==> src/rtl/spiral_pkg.sv <==
// Shared types and default widths for the spiral re-orderer.
package spiral_pkg;

    localparam int DEF_DATA_WIDTH = 8;
    localparam int DEF_R_WIDTH    = 3;
    localparam int DEF_C_WIDTH    = 3;

    // The block either fills its buffer or drains it, never both at once.
    typedef enum logic {
        LOAD  = 1'b0,
        DRAIN = 1'b1
    } state_t;

    // Current heading of the spiral walk; turns are always clockwise.
    typedef enum logic [1:0] {
        RIGHT = 2'd0,
        DOWN  = 2'd1,
        LEFT  = 2'd2,
        UP    = 2'd3
    } dir_t;

endpackage

==> src/rtl/spiral_addr_gen.sv <==
// Spiral read-address generator: walks a row x col window clockwise,
// shrinking the bounds after each edge, and flags the final word.
module spiral_addr_gen
    import spiral_pkg::*;
#(
    parameter int R_WIDTH = DEF_R_WIDTH,
    parameter int C_WIDTH = DEF_C_WIDTH
) (
    input  logic               clk,
    input  logic               rstn,
    input  logic               init,
    input  logic               step,
    input  logic [R_WIDTH-1:0] row,
    input  logic [C_WIDTH-1:0] col,
    output logic [R_WIDTH-1:0] r,
    output logic [C_WIDTH-1:0] c,
    output logic               last
);

    localparam int CNT_W = R_WIDTH + C_WIDTH;

    logic [R_WIDTH-1:0] r_q, r_d, top_q, top_d, bottom_q, bottom_d;
    logic [C_WIDTH-1:0] c_q, c_d, left_q, left_d, right_q, right_d;
    logic [CNT_W-1:0]   cnt_q, cnt_d, total_q, total_d;
    dir_t               dir_q, dir_d;

    // Next pointer/bound computation: init loads the full window, step
    // advances one word; moves past bounds on the last word are harmless
    // because the next init overwrites everything.
    always_comb begin
        r_d      = r_q;
        c_d      = c_q;
        top_d    = top_q;
        bottom_d = bottom_q;
        left_d   = left_q;
        right_d  = right_q;
        dir_d    = dir_q;
        cnt_d    = cnt_q;
        total_d  = total_q;
        if (init) begin
            r_d      = '0;
            c_d      = '0;
            top_d    = '0;
            bottom_d = row - R_WIDTH'(1);
            left_d   = '0;
            right_d  = col - C_WIDTH'(1);
            dir_d    = RIGHT;
            cnt_d    = '0;
            total_d  = CNT_W'(row) * CNT_W'(col);
        end else if (step) begin
            cnt_d = cnt_q + CNT_W'(1);
            unique case (dir_q)
                RIGHT: begin
                    if (c_q < right_q) begin
                        c_d = c_q + C_WIDTH'(1);
                    end else begin
                        top_d = top_q + R_WIDTH'(1);
                        dir_d = DOWN;
                        r_d   = r_q + R_WIDTH'(1);
                    end
                end
                DOWN: begin
                    if (r_q < bottom_q) begin
                        r_d = r_q + R_WIDTH'(1);
                    end else begin
                        right_d = right_q - C_WIDTH'(1);
                        dir_d   = LEFT;
                        c_d     = c_q - C_WIDTH'(1);
                    end
                end
                LEFT: begin
                    if (c_q > left_q) begin
                        c_d = c_q - C_WIDTH'(1);
                    end else begin
                        bottom_d = bottom_q - R_WIDTH'(1);
                        dir_d    = UP;
                        r_d      = r_q - R_WIDTH'(1);
                    end
                end
                UP: begin
                    if (r_q > top_q) begin
                        r_d = r_q - R_WIDTH'(1);
                    end else begin
                        left_d = left_q + C_WIDTH'(1);
                        dir_d  = RIGHT;
                        c_d    = c_q + C_WIDTH'(1);
                    end
                end
                default: dir_d = RIGHT;
            endcase
        end
    end

    // Pointer, bound and counter registers.
    always_ff @(posedge clk) begin
        if (rstn) begin
            r_q      <= '0;
            c_q      <= '0;
            top_q    <= '0;
            bottom_q <= '0;
            left_q   <= '0;
            right_q  <= '0;
            dir_q    <= RIGHT;
            cnt_q    <= '0;
            total_q  <= '0;
        end else begin
            r_q      <= r_d;
            c_q      <= c_d;
            top_q    <= top_d;
            bottom_q <= bottom_d;
            left_q   <= left_d;
            right_q  <= right_d;
            dir_q    <= dir_d;
            cnt_q    <= cnt_d;
            total_q  <= total_d;
        end
    end

    assign r    = r_q;
    assign c    = c_q;
    assign last = ((cnt_q + CNT_W'(1)) == total_q);

endmodule

==> src/rtl/spiral_reorder.sv <==
// Streaming matrix re-orderer: loads one frame in raster order, then
// emits it in clockwise spiral order. rstn is an active-high reset.
module spiral_reorder
    import spiral_pkg::*;
#(
    parameter int DATA_WIDTH = DEF_DATA_WIDTH,
    parameter int R_WIDTH    = DEF_R_WIDTH,
    parameter int C_WIDTH    = DEF_C_WIDTH
) (
    input  logic                  clk,
    input  logic                  rstn,
    input  logic [R_WIDTH-1:0]    row,
    input  logic [C_WIDTH-1:0]    col,
    input  logic [DATA_WIDTH-1:0] data_in,
    input  logic                  data_in_valid,
    output logic                  data_in_rdy,
    output logic [DATA_WIDTH-1:0] data_out,
    output logic                  data_out_valid,
    input  logic                  data_out_rdy
);

    localparam int ADDR_W = R_WIDTH + C_WIDTH;
    localparam int DEPTH  = 1 << ADDR_W;

    state_t               state_q, state_d;
    logic [R_WIDTH-1:0]   r_in_q, r_in_d, row_q, row_d;
    logic [C_WIDTH-1:0]   c_in_q, c_in_d, col_q, col_d;
    logic [DATA_WIDTH-1:0] mem_q [DEPTH];
    logic [DATA_WIDTH-1:0] mem_d [DEPTH];

    logic               frame_start, shape_ok, in_xfer, wr_en, in_last, out_xfer;
    logic [R_WIDTH-1:0] eff_row, rd_r;
    logic [C_WIDTH-1:0] eff_col, rd_c;
    logic               rd_last;

    // Handshake outputs; both stay low while reset is held.
    assign data_in_rdy    = !rstn && (state_q == LOAD);
    assign data_out_valid = !rstn && (state_q == DRAIN);
    assign data_out       = data_out_valid ? mem_q[{rd_r, rd_c}] : '0;

    // The shape is sampled live on the first beat and from the captured
    // copy afterwards, so a frame is self-consistent even if row/col move.
    assign frame_start = (r_in_q == '0) && (c_in_q == '0);
    assign eff_row     = frame_start ? row : row_q;
    assign eff_col     = frame_start ? col : col_q;
    assign shape_ok    = (eff_row != '0) && (eff_col != '0);
    assign in_xfer     = data_in_valid && data_in_rdy;
    assign wr_en       = in_xfer && shape_ok;
    assign in_last     = wr_en && (r_in_q == eff_row - R_WIDTH'(1))
                               && (c_in_q == eff_col - C_WIDTH'(1));
    assign out_xfer    = data_out_valid && data_out_rdy;

    // Raster write counter, shape capture and LOAD/DRAIN sequencing.
    always_comb begin
        state_d = state_q;
        r_in_d  = r_in_q;
        c_in_d  = c_in_q;
        row_d   = row_q;
        col_d   = col_q;
        if (wr_en) begin
            if (frame_start) begin
                row_d = row;
                col_d = col;
            end
            if (c_in_q == eff_col - C_WIDTH'(1)) begin
                c_in_d = '0;
                r_in_d = r_in_q + R_WIDTH'(1);
            end else begin
                c_in_d = c_in_q + C_WIDTH'(1);
            end
            if (in_last) begin
                state_d = DRAIN;
                r_in_d  = '0;
                c_in_d  = '0;
            end
        end
        if (out_xfer && rd_last) begin
            state_d = LOAD;
        end
    end

    // Buffer write: only the addressed word changes.
    always_comb begin
        for (int i = 0; i < DEPTH; i++) begin
            mem_d[i] = mem_q[i];
        end
        if (wr_en) begin
            mem_d[{r_in_q, c_in_q}] = data_in;
        end
    end

    // Control registers.
    always_ff @(posedge clk) begin
        if (rstn) begin
            state_q <= LOAD;
            r_in_q  <= '0;
            c_in_q  <= '0;
            row_q   <= '0;
            col_q   <= '0;
        end else begin
            state_q <= state_d;
            r_in_q  <= r_in_d;
            c_in_q  <= c_in_d;
            row_q   <= row_d;
            col_q   <= col_d;
        end
    end

    // Frame buffer; contents after reset are don't-care, so no reset.
    always_ff @(posedge clk) begin
        mem_q <= mem_d;
    end

    spiral_addr_gen #(
        .R_WIDTH(R_WIDTH),
        .C_WIDTH(C_WIDTH)
    ) u_addr_gen (
        .clk (clk),
        .rstn(rstn),
        .init(in_last),
        .step(out_xfer),
        .row (eff_row),
        .col (eff_col),
        .r   (rd_r),
        .c   (rd_c),
        .last(rd_last)
    );

endmodule

==> config.mk <==
export PLATFORM = sky130hd
export DESIGN_NAME = spiral_reorder
export DESIGN_NICKNAME = d
export VERILOG_FILES = /design/src/rtl/spiral_pkg.sv /design/src/rtl/spiral_addr_gen.sv /design/src/rtl/spiral_reorder.sv
export SDC_FILE = /design/constraint.sdc
export NUM_CORES = 1
export LEC_CHECK = 0
export CORE_ASPECT_RATIO = 1.4
export CORE_MARGIN = 3
export CORE_UTILIZATION = 60
export CTS_CLUSTER_SIZE = 10
export DETAILED_ROUTE_END_ITERATION = 7
export PLACE_DENSITY_LB_ADDON = 0.15
export SLEW_MARGIN = 30
export SYNTH_ARGS = -nofsm -noshare
export SYNTH_HDL_FRONTEND = slang
export SYNTH_SLANG_ARGS = --single-unit
==> constraint.sdc <==
create_clock -name clk -period 5.4 [get_ports clk]
set_input_delay 0.54 -clock clk [delete_from_list [all_inputs] [get_ports clk]]
set_output_delay 0.54 -clock clk [all_outputs]
set_load 0.05 [all_outputs]
# After elaboration in Yosys (flattened, before gate mapping)
# Cells that the tools add are included.
[word_totals]
ff_bits = 557
elab_cells = 188
latchBits = 0
mem_bits_rw = 0
n_memories = 0
in_bits = 18
romBits = 0
output_inout_bits = 10
[op_classes]
muxes = 36
n_eq_ne = 16
n_shift = 0
n_mul = 1
order_cmp = 7
bitwise_logic = 5
n_reduce_logical = 32
n_div = 0
addsub = 13
[ops]
columns = ["op", "n"]
rows = [
  ["bitwise mux 512 bit", 1],
  ["two-way mux 3 bit", 22],
  ["binary-select mux 8 bit (select 6 bit)", 1],
  ["demux 8 bit (select 6 bit)", 1],
  ["two-way mux 8 bit", 4],
  ["case mux 3 bit (4 select lines)", 2],
  ["adder 3 x 1 -> 3 bit, second input constant", 6],
  ["subtractor 3 x 1 -> 3 bit, second input constant", 6],
  ["AND reduction 5 bit", 3],
  [">= comparator 7 bit, second input constant", 2],
  ["NOT 6 -> 7 bit", 2],
  ["inequality test 2 bit, second input constant", 6],
  ["AND reduction 3 bit", 4],
  ["logical AND 1 bit", 11],
  ["two-way mux 2 bit", 4],
  ["inequality test 2 x 1 -> 1 bit, second input constant", 4],
  ["case mux 2 bit (4 select lines)", 1],
  ["nonzero test 2 bit", 4],
  ["less-than comparator 7 x 1 -> 1 bit, second input constant", 1],
  ["adder 6 x 1 -> 6 bit, second input constant", 1],
  ["equality test 3 bit", 2],
  ["equality test 6 bit", 1],
  ["> comparator 3 bit", 2],
  ["logical NOT 3 bit", 2],
  ["10 further kinds", 17],
]

# Logic depth before layout (Yosys ltp)
# Gate-level depths: netlist of run 1.
[logic_depth]
word_depth = 10
depth_mapped = 16
ltp_nobuf = 13

# Modules after synthesis
# Synthesis of run 1 repeated with hierarchy kept, for this count alone.
[unflattened]
cells_unflattened = 1222
area_unflattened_um2 = 22963.3
[by_module_without_submodules]
columns = ["mod", "seq_area_each_um2", "area_per_inst_um2", "n_inst", "cells_each"]
rows = [
  ["spiral_reorder", 15635.0, 20636.0, 1, 961],
  ["spiral_addr_gen", 640.6, 2327.2, 1, 261],
]

# Worst setup path after synthesis of run 1
# No wires, ideal clock.
[synth_timing]
path_kind = "input -> output"
start = "in rstn"
end = "out data_out[3]"
arrival_time_ps = 3298
required_time_ps = 4860
stages = 7
n_path_buf = 2
path_slack_ps = 1562
path_cell_list = "clkbuf_1 -> nor2b_1 -> nand2b_1 -> clkbuf_1 -> a211oi_1 -> a31oi_1 -> o21ai_0"
[synth_between]
elab_chain_len = 3
[synth_lines]
columns = ["element", "line", "rtl"]
rows = [
  ["start: declaration", "spiral_reorder.sv:11", "input logic rstn,"],
  ["logical NOT 1 bit", "spiral_reorder.sv:38", "assign data_out_valid = !rstn && (state_q == DRAIN);"],
  ["logical AND 1 bit", "spiral_reorder.sv:38", ""],
  ["named net data_out_valid", "spiral_reorder.sv:18", "output logic data_out_valid,"],
  ["two-way mux 8 bit", "spiral_reorder.sv:39", "assign data_out = data_out_valid ? mem_q[{rd_r, rd_c}] : '0;"],
  ["end: declaration", "spiral_reorder.sv:17", "output logic [DATA_WIDTH-1:0] data_out,"],
]
# The timed path passes the listed nets, and every way through them passes these cells.

# Worst setup path in the final report of run 1
[layout_timing]
start = "reg c_in_q[0]"
end = "reg mem_q[21] (netlist name) (enable)"
[layout_between]
elab_chain_len = 6
[layout_lines]
columns = ["element", "line", "rtl"]
rows = [
  ["start: declaration", "spiral_reorder.sv:27", "logic [C_WIDTH-1:0] c_in_q, c_in_d, col_q, col_d;"],
  ["start signal: assignment", "spiral_reorder.sv:103", "c_in_q <= c_in_d;"],
  ["logical NOT 3 bit (*)", "spiral_reorder.sv:43", "assign frame_start = (r_in_q == '0) && (c_in_q == '0);"],
  ["logical AND 1 bit (*)", "spiral_reorder.sv:43", ""],
  ["two-way mux 3 bit", "--", ""],
  ["nonzero test 3 bit", "spiral_reorder.sv:46", "assign shape_ok = (eff_row != '0) && (eff_col != '0);"],
  ["logical AND 1 bit (*)", "spiral_reorder.sv:46", ""],
  ["logical AND 1 bit (*)", "spiral_reorder.sv:48", "assign wr_en = in_xfer && shape_ok;"],
  ["end signal: assignment", "spiral_reorder.sv:111", "mem_q <= mem_d;"],
  ["end: declaration", "spiral_reorder.sv:28", "logic [DATA_WIDTH-1:0] mem_q [DEPTH];"],
]
# Every way passes the cells marked *; elsewhere a longest branch is shown, timed or not.
# A chain may end at the register's enable or synchronous reset.

==> impl_metrics.tcl, run 1 <==
set metrics [dict create \
    synth_common_cells "edfxtp_1 (512), mux4_2 (143), nor2_1 (117), dfxtp_1 (45), ha_1 (31)" \
    cts-root-buf "clkbuf_16" \
    yosys_warnings 0 \
    pwr-share-seq 0.533 \
    layout.nets 1363 \
    async_reset_ff_frac 0 \
    drive_gt1_frac 0.213 \
    coreArea_um2 37100 \
    dr.pass1.iters 7 \
    synth_top_family_by_area "multiplexers" \
    via_per_inst 6.47 \
    synth_edf_count 512 \
    netlist_top_cells_area "edfxtp_1 (67%), mux4_2 (14%), dfxtp_1 (3.9%)" \
    dp_hpwl_um 30800 \
    leakage_nw 7.97 \
    cap_violations 0 \
    vias 11600 \
    yosys.area_share.simple 0.0477 \
    layout_min_cycle_time_ns 5.09 \
    tns_ns 0 \
    grt_use_total 0.255 \
    fin_hold_ws_ns 0.463 \
    p_per_area_nw_per_um2 348 \
    synth_cell_types 61 \
    netSwitchingFraction 0.200 \
    synth_adder_area_share 0.0205 \
    post-route-util 0.689 \
    cp.required_ns 5.59 \
    worstSkewPairLatency_ns 0.57 \
    overflow 0 \
    synth-seq-area-share 0.714 \
    antenna_left 0 \
    dieWidth_um 171 \
    drt-initial-drc-count 1185 \
    syn-num-nets 1285 \
    dieArea_um2 40400 \
    ys_seq_elements 557 \
    clk_path_buf_depth 3 \
    synth_compound_area_frac 0.0323 \
    synth_xor_area_frac 0.0138 \
    comb_power_share 0.031 \
    p_total_w 0.00888 \
    yosysMostFrequentCell "edfxtp_1" \
    slew_violations 0 \
    antenna_found_initial 0 \
    relSlewSlack 0.370 \
    areaGrowthSynthToFinish_pct 11.9 \
    diodes 0 \
    grt_max_degree 65 \
    max_freq_mhz 196 \
    io-pin-count 28 \
    setup_violations 0 \
    hold_viol_final 0 \
    htreeDepth 3 \
    gp_congestion 0.838 \
    avgRoutedWirePerCell_um 27.5 \
    start_util 0.615 \
    hp-class "flop to flop" \
    status "completed" \
    vdd_drop_max_v 0.000379 \
    numCtsBuffers 66 \
    netlist_area_um2 22800 \
    synthCells 1232 \
    port_buffers 27 \
    intPower_w 0.00711 \
    synth-main-ff-cell "edfxtp_1" \
    yosysTopAreaCell "edfxtp_1" \
    muxShareOfSynthArea 0.154 \
    path_class "flop to flop" \
    end_kind "flop" \
    synth_top_cell_area_share 0.674 \
    nFillCells 2331 \
    p_sw_w 0.00177 \
    reg2reg_slack_ns 0.31 \
    synth.avg_cell_area_um2 18.5 \
    die_h_um 237 \
    cts.sinks 557 \
    drt_wl_total_um 49600 \
    post-route-period-util 0.943 \
    cts.clk_slew.worst_paths_ns 0.05 \
    fin_skew_ns 0.0197 \
    drc 0 \
    p_clk_frac 0.437 \
    critPathMaxFanout 23 \
    grt_pass1_wl_um 75900 \
    post-cts-setup-buffers 0 \
    grt_pass1_vias 12000 \
    start_kind "flop" \
    row_count 83 \
    rsz0062_at_grt "false" \
    arrival_ns 5.29 \
    tritoncts "done" \
    worst_pin_slew_ns 0.922 \
]
flip-flops by register name (all words and copies together) (netlist names):
name / flops
state_q: 1
u_addr_gen.r: 3
u_addr_gen.top_q: 3
mem_q: 512
u_addr_gen.bottom_q: 3
r_in_q: 3
row_q: 3
c_in_q: 3
u_addr_gen.cnt_q: 6
u_addr_gen.c: 3
u_addr_gen.total_q: 6
col_q: 3
u_addr_gen.dir_q: 2
u_addr_gen.left_q: 3
u_addr_gen.right_q: 3
cell type report:
cell class | instances | area [µm²] | area share
Clock inverter | 4 | 30.0 | 0.00118
Sequential cell | 557 | 16300 | 0.638
Inverter | 29 | 109 | 0.00426
Clock buffer | 87 | 1790 | 0.0703
Timing Repair Buffer | 68 | 596 | 0.0233
Multi-Input combinational cell | 588 | 6130 | 0.240
Tap cell | 467 | 584 | 0.0229
logic make-up after synthesis:
logic type | Yosys count
fa+ha+maj | 35
compound gates | 114
buf+inv | 87
mux | 170
simple gates | 234
xor+xnor | 35
flops | 557
stage by stage:
stage	area, µm²	std cells	setup slack (ns)
6_report	25500	1800	0.306
5_1_grt	25500	1800	0.0335
4_1_cts	25500	1800	0.290
3_5_place_dp	23700	1709	0.296
3_3_place_gp	23700	1708	0.548
2_1_floorplan	22800	1232	1.56
path summary, 6_finish.rpt:
kind                            cells past startpoint                                  end                                start
worst min-delay path                                2  u_addr_gen.bottom_q[1]$_SDFFE_PP0P_  u_addr_gen.bottom_q[1]$_SDFFE_PP0P_
worst max register to register                     11                  mem_q[21]$_DFFE_PP_               c_in_q[0]$_SDFFE_PP0P_
worst max-delay path                               11                  mem_q[21]$_DFFE_PP_               c_in_q[0]$_SDFFE_PP0P_
worst min register to register                      2  u_addr_gen.bottom_q[1]$_SDFFE_PP0P_  u_addr_gen.bottom_q[1]$_SDFFE_PP0P_
placed cells by master, fill, tap and decap left out, types with 8 or more instances in the layout:
cell             count
nand3_1             28
clkbuf_1            18
o22ai_1             12
nand2_1             27
nor2_1             116
xnor2_1             23
nor3_1              11
buf_4               37
nor2b_1             14
ha_1                31
a21oi_1             25
buf_2                8
clkdlybuf4s50_1     19
o21ai_0             22
dfxtp_1             42
edfxtp_1           512
a211oi_1            22
inv_1               28
clkbuf_16           69
mux2i_1             21
mux4_2             143
xor2_1              11
critical path, stage by stage, from the launching register on:
cell and delay (ns):
dfxtp_1 0.41, inv_1 0.14, ha_1 0.17, nor4bb_4 0.83, mux2i_2 0.28, and2_1 0.22, ha_1 0.18, nor4b_1 0.48
a21boi_2 0.26, buf_4 0.26, nand3_1 0.68, nor2_1 0.81
power by group through the flow:
| stage | logic (W) | registers (W) | clock network, W |
|---|---|---|---|
| floorplan | 0.000149 | 0.00482 | 0 |
| finish | 0.000271 | 0.00473 | 0.00388 |
| CTS | 0.000273 | 0.00473 | 0.00392 |
| global placement | 0.000266 | 0.00482 | 0 |
| detailed placement | 0.000273 | 0.00482 | 0 |
| global route | 0.000299 | 0.00473 | 0.00412 |
what timing repair did:
| action | 4_1_cts | 5_1_grt |
|---|---|---|
| endpoints found under the setup margin | 0 | 8 |
| gates resized for setup | 0 | 1 |
| hold buffers | 0 | 0 |
metal layers:
metal,part of all wire,GRT usage,vias to the layer above
met4,0.029,0.0888,0
li1,-,-,5074
met1,0.39,0.359,5979
met3,0.067,0.0356,83
met2,0.51,0.416,507
met5,0,0,-
Power figures use the tool's default switching activity.
==> inputs of run 2 (changes only) <==
CORE_MARGIN = 2   (was 3)
==> impl_metrics.tcl, run 2 (synthesis results as in run 1) <==
set metrics [dict create \
    dp_cells 1710 \
    cts_hold_buf 0 \
    vias 11600 \
    max_stage_delay_ns 0.85 \
    multi_input_comb_area_um2 6130 \
    antenna_left 0 \
    post-route-period-util 0.909 \
    reg2reg_slack_ns 0.49 \
    clk_path_buf_depth 3 \
    grt_pass1_wl_um 75300 \
    cap_violations 0 \
    gp_congestion 0.843 \
    port_buffers 27 \
    worstHoldPathCells 2 \
    hp-class "flop to flop" \
    tns_ns 0 \
    worstHoldEndpoint "u_addr_gen.total_q[3]$_SDFFE_PP0P_" \
    path_class "flop to flop" \
    stdcell_count 1799 \
    cp_slowest_cell "nor2_1" \
    mostFrequentLayoutCells "edfxtp_1 (512), mux4_2 (143), nor2_1 (117)" \
    slew_violations 0 \
    post_cts_resized 0 \
    layout.nets 1353 \
    drt-initial-drc-count 1125 \
    numCtsBuffers 61 \
    via_per_inst 6.47 \
    seqCellArea_um2 16300 \
    crit_path_cell_trace "inv_1 > ha_1 > nor4bb_4 > buf_4 > mux2i_2 > and2_1 > ha_1 > nor4b_1 > a21boi_2 > buf_4 > nand3_1 > nor2_1" \
    max_flop_register "mem_q" \
    tritoncts "done" \
    post-cts-setup-buffers 0 \
    cp.required_ns 5.62 \
    dieWidth_um 169 \
    critPathMaxFanout 23 \
    start_kind "flop" \
    cts.clk_slew.worst_paths_ns 0.06 \
    worstHoldStart "u_addr_gen.total_q[3]$_SDFFE_PP0P_" \
    die_h_um 235 \
    dr.pass1.iters 5 \
    largest_reg_flops 512 \
    grt_use_total 0.260 \
    worstSkewPairLatency_ns 0.61 \
    setup_violations 0 \
    coreArea_um2 37500 \
    nFillCells 2426 \
    antenna_found_initial 0 \
    io-pin-count 28 \
    htreeDepth 2 \
    leakage_nw 7.85 \
    dp_hpwl_um 30800 \
    overflow 0 \
    max_freq_mhz 204 \
    cts-root-buf "clkbuf_16" \
    start_util 0.608 \
    top_regs "mem_q: 512 flops, u_addr_gen.cnt_q: 6 flops, u_addr_gen.total_q: 6 flops" \
    p_per_area_nw_per_um2 339 \
    grt_pass1_vias 12000 \
    worst_pin_slew_ns 0.947 \
    rsz0062_at_grt "false" \
    final_common_cell "edfxtp_1" \
    fin_hold_ws_ns 0.477 \
    reg2reg_depth 12 \
    arrival_ns 5.12 \
    status "completed" \
    drt_wl_total_um 49700 \
    vdd_drop_max_v 0.000262 \
    areaGrowthSynthToFinish_pct 11.0 \
    avgRoutedWirePerCell_um 27.6 \
    grt_max_degree 65 \
    drive_gt1_frac 0.204 \
    r2r-end "mem_q[337]$_DFFE_PP_" \
    fin_skew_ns 0.0232 \
    drc 0 \
    r2r-start "r_in_q[1]$_SDFFE_PP0P_" \
    cts.sinks 557 \
    diodes 0 \
    layout_min_cycle_time_ns 4.91 \
    row_count 84 \
    relSlewSlack 0.367 \
    end_kind "flop" \
    hold_viol_final 0 \
    dieArea_um2 39600 \
]
[run 2: stage by stage]
step                utilization  area, µm²  worst slack, ns  total power, W
finish                    0.675      25300            0.494         0.00859
global placement          0.630      23700            0.849         0.00508
global route              0.675      25300            0.298         0.00884
detailed placement        0.630      23700            0.659         0.00509
floorplan                     -      22800             1.56         0.00496
CTS                       0.675      25300            0.572         0.00865
[run 2: worst max path at each step]
| stage | startpoint | to | cells after the start |
|---|---|---|---|
| floorplan | rstn | data_out[3] | 7 |
| global placement | r_in_q[1]$_SDFFE_PP0P_ | mem_q[337]$_DFFE_PP_ | 12 |
| detailed placement | r_in_q[1]$_SDFFE_PP0P_ | mem_q[340]$_DFFE_PP_ | 12 |
| CTS | u_addr_gen.c[0]$_SDFFE_PP0P_ | data_out[3] | 7 |
| global route | c_in_q[0]$_SDFFE_PP0P_ | mem_q[83]$_DFFE_PP_ | 12 |
| finish | r_in_q[1]$_SDFFE_PP0P_ | mem_q[337]$_DFFE_PP_ | 12 |
[run 2: layout make-up]
type,instances,area share
Sequential cell,557,0.643
Multi-Input combinational cell,588,0.242
Clock buffer,86,0.0640
Tap cell,473,0.0234
Timing Repair Buffer,63,0.0213
Inverter,29,0.00430
Clock inverter,3,0.00148
[run 2: worst max-delay path, delay by kind of cell, from the launching register on]
kind | cells | cell delay [ns]
AND/OR/NAND/NOR | 5 | 2.42
buffers and inverters | 3 | 0.65
multiplexers | 1 | 0.24
adder cells (fa/ha/maj) | 2 | 0.40
flip-flops | 1 | 0.51
AO/OA/AOI/OAI | 1 | 0.27
[run 2: routing by layer]
layer	global-route usage	routed length, µm	vias to the layer above
met5	0	0	-
li1	-	-	5056
met1	0.355	19000	6041
met2	0.439	25900	464
met4	0.0841	1510	0
met3	0.0355	3250	78
[run 2: power by group]
group	switching [W]	internal, W	leakage (nW)
sequential	0.0000102	0.00472	4.97
clock	0.00154	0.00205	0.800
combinational	0.000180	0.0000881	2.09
==> inputs of run 3 (changes only) <==
clock period = 6.2 ns   (was 5.4 ns; I/O delays follow)
==> impl_metrics.tcl, run 3 (synthesis results as in run 1) <==
set metrics [dict create \
    status "completed" \
    antenna_found_initial 0 \
    clk_path_buf_depth 3 \
    cp.required_ns 6.43 \
    slew_violations 0 \
    mostFrequentLayoutCells "edfxtp_1 (512), mux4_2 (143), nor2_1 (117)" \
    post-route-period-util 0.839 \
    post_cts_resized 0 \
    drt-initial-drc-count 1168 \
    start_kind "flop" \
    worstSkewPairLatency_ns 0.60 \
    vias 11700 \
    largest_reg_flops 512 \
    gp_congestion 0.845 \
    setup_violations 0 \
    relSlewSlack 0.388 \
    die_h_um 235 \
    arrival_ns 5.43 \
    reg2reg_slack_ns 1.0 \
    htreeDepth 2 \
    drt_wl_total_um 50900 \
    top_regs "mem_q: 512 flops, u_addr_gen.cnt_q: 6 flops, u_addr_gen.total_q: 6 flops" \
    start_util 0.608 \
    cts.sinks 557 \
    post-route-util 0.673 \
    critPathMaxFanout 14 \
    leakage_nw 7.82 \
    drive_gt1_frac 0.198 \
    antenna_left 0 \
    cts-root-buf "clkbuf_16" \
    p_per_area_nw_per_um2 296 \
    port_buffers 27 \
    grt_max_degree 65 \
    hp-class "flop to flop" \
    cts_hold_buf 0 \
    path_class "flop to flop" \
    overflow 0 \
    diodes 0 \
    dr.pass1.iters 5 \
    cap_violations 0 \
    hold_viol_final 0 \
    coreArea_um2 37500 \
    dp_hpwl_um 31400 \
    via_per_inst 6.53 \
    max_freq_mhz 192 \
    tns_ns 0 \
    nFillCells 2417 \
    io-pin-count 28 \
    layout.nets 1343 \
    layout_min_cycle_time_ns 5.20 \
    dieWidth_um 169 \
    stdcell_count 1789 \
    avgRoutedWirePerCell_um 28.4 \
    fin_skew_ns 0.0214 \
    vdd_drop_max_v 0.000228 \
    dp_cells 1698 \
    rsz0062_at_grt "false" \
    grt_pass1_vias 12000 \
    numCtsBuffers 61 \
    worst_pin_slew_ns 0.916 \
    grt_use_total 0.264 \
    drc 0 \
    post-cts-setup-buffers 0 \
    grt_pass1_wl_um 76400 \
    areaGrowthSynthToFinish_pct 10.8 \
    dieArea_um2 39600 \
    fin_hold_ws_ns 0.464 \
    tritoncts "done" \
    cts.clk_slew.worst_paths_ns 0.06 \
    max_flop_register "mem_q" \
    row_count 84 \
    end_kind "flop" \
    final_common_cell "edfxtp_1" \
]
-- run 3: stage by stage --
step	setup slack (ns)	total power (W)	area, µm²
after CTS	0.945	0.00751	25200
final	0.999	0.00747	25300
after detailed placement	0.930	0.00443	23600
after global routing	0.627	0.00767	25300
after floorplan	2.20	0.00432	22800
after global placement	1.20	0.00443	23500
-- run 3: final cells by class --
class                      instances  area, µm²  area share
clock buffer                      86       1620      0.0641
clock inverter                     3       41.3     0.00163
inverter                          29        109     0.00431
multi-input combinational        588       6130       0.243
sequential                       557      16300       0.645
tap                              473        592      0.0234
timing repair buffer              53        484      0.0192
-- run 3: power by group --
group	switching [W]	total, W	internal, W
registers	0.00000894	0.00412	0.00411
clock network	0.00133	0.00311	0.00178
logic	0.000159	0.000235	0.0000757
total	0.00150	0.00747	0.00597
-- run 3: path summary, 6_finish.rpt --
check | from | depth (start not counted) | to
worst max register to register | c_in_q[0]$_SDFFE_PP0P_ | 11 | mem_q[162]$_DFFE_PP_
worst min-delay path | u_addr_gen.bottom_q[1]$_SDFFE_PP0P_ | 2 | u_addr_gen.bottom_q[1]$_SDFFE_PP0P_
worst max-delay path | c_in_q[0]$_SDFFE_PP0P_ | 11 | mem_q[162]$_DFFE_PP_
worst min register to register | u_addr_gen.bottom_q[1]$_SDFFE_PP0P_ | 2 | u_addr_gen.bottom_q[1]$_SDFFE_PP0P_
-- run 3: layer usage --
layer  share of wire  GRT usage  up-vias
met4           0.035     0.0969        0
met3           0.065     0.0369       86
met5               0          0        -
li1                -          -     5047
met1            0.37      0.344     6080
met2            0.53      0.455      471
-- run 3: critical path, stage by stage, from the launching register on --
cell and delay [ns]:
dfxtp_1 0.40, inv_1 0.15, ha_1 0.19, nor4bb_4 0.84, mux2i_2 0.28, and2_1 0.22
ha_1 0.18, nor4b_1 0.50, a21boi_2 0.37, and2b_1 0.25, nand3_1 0.57, nor2_1 0.88
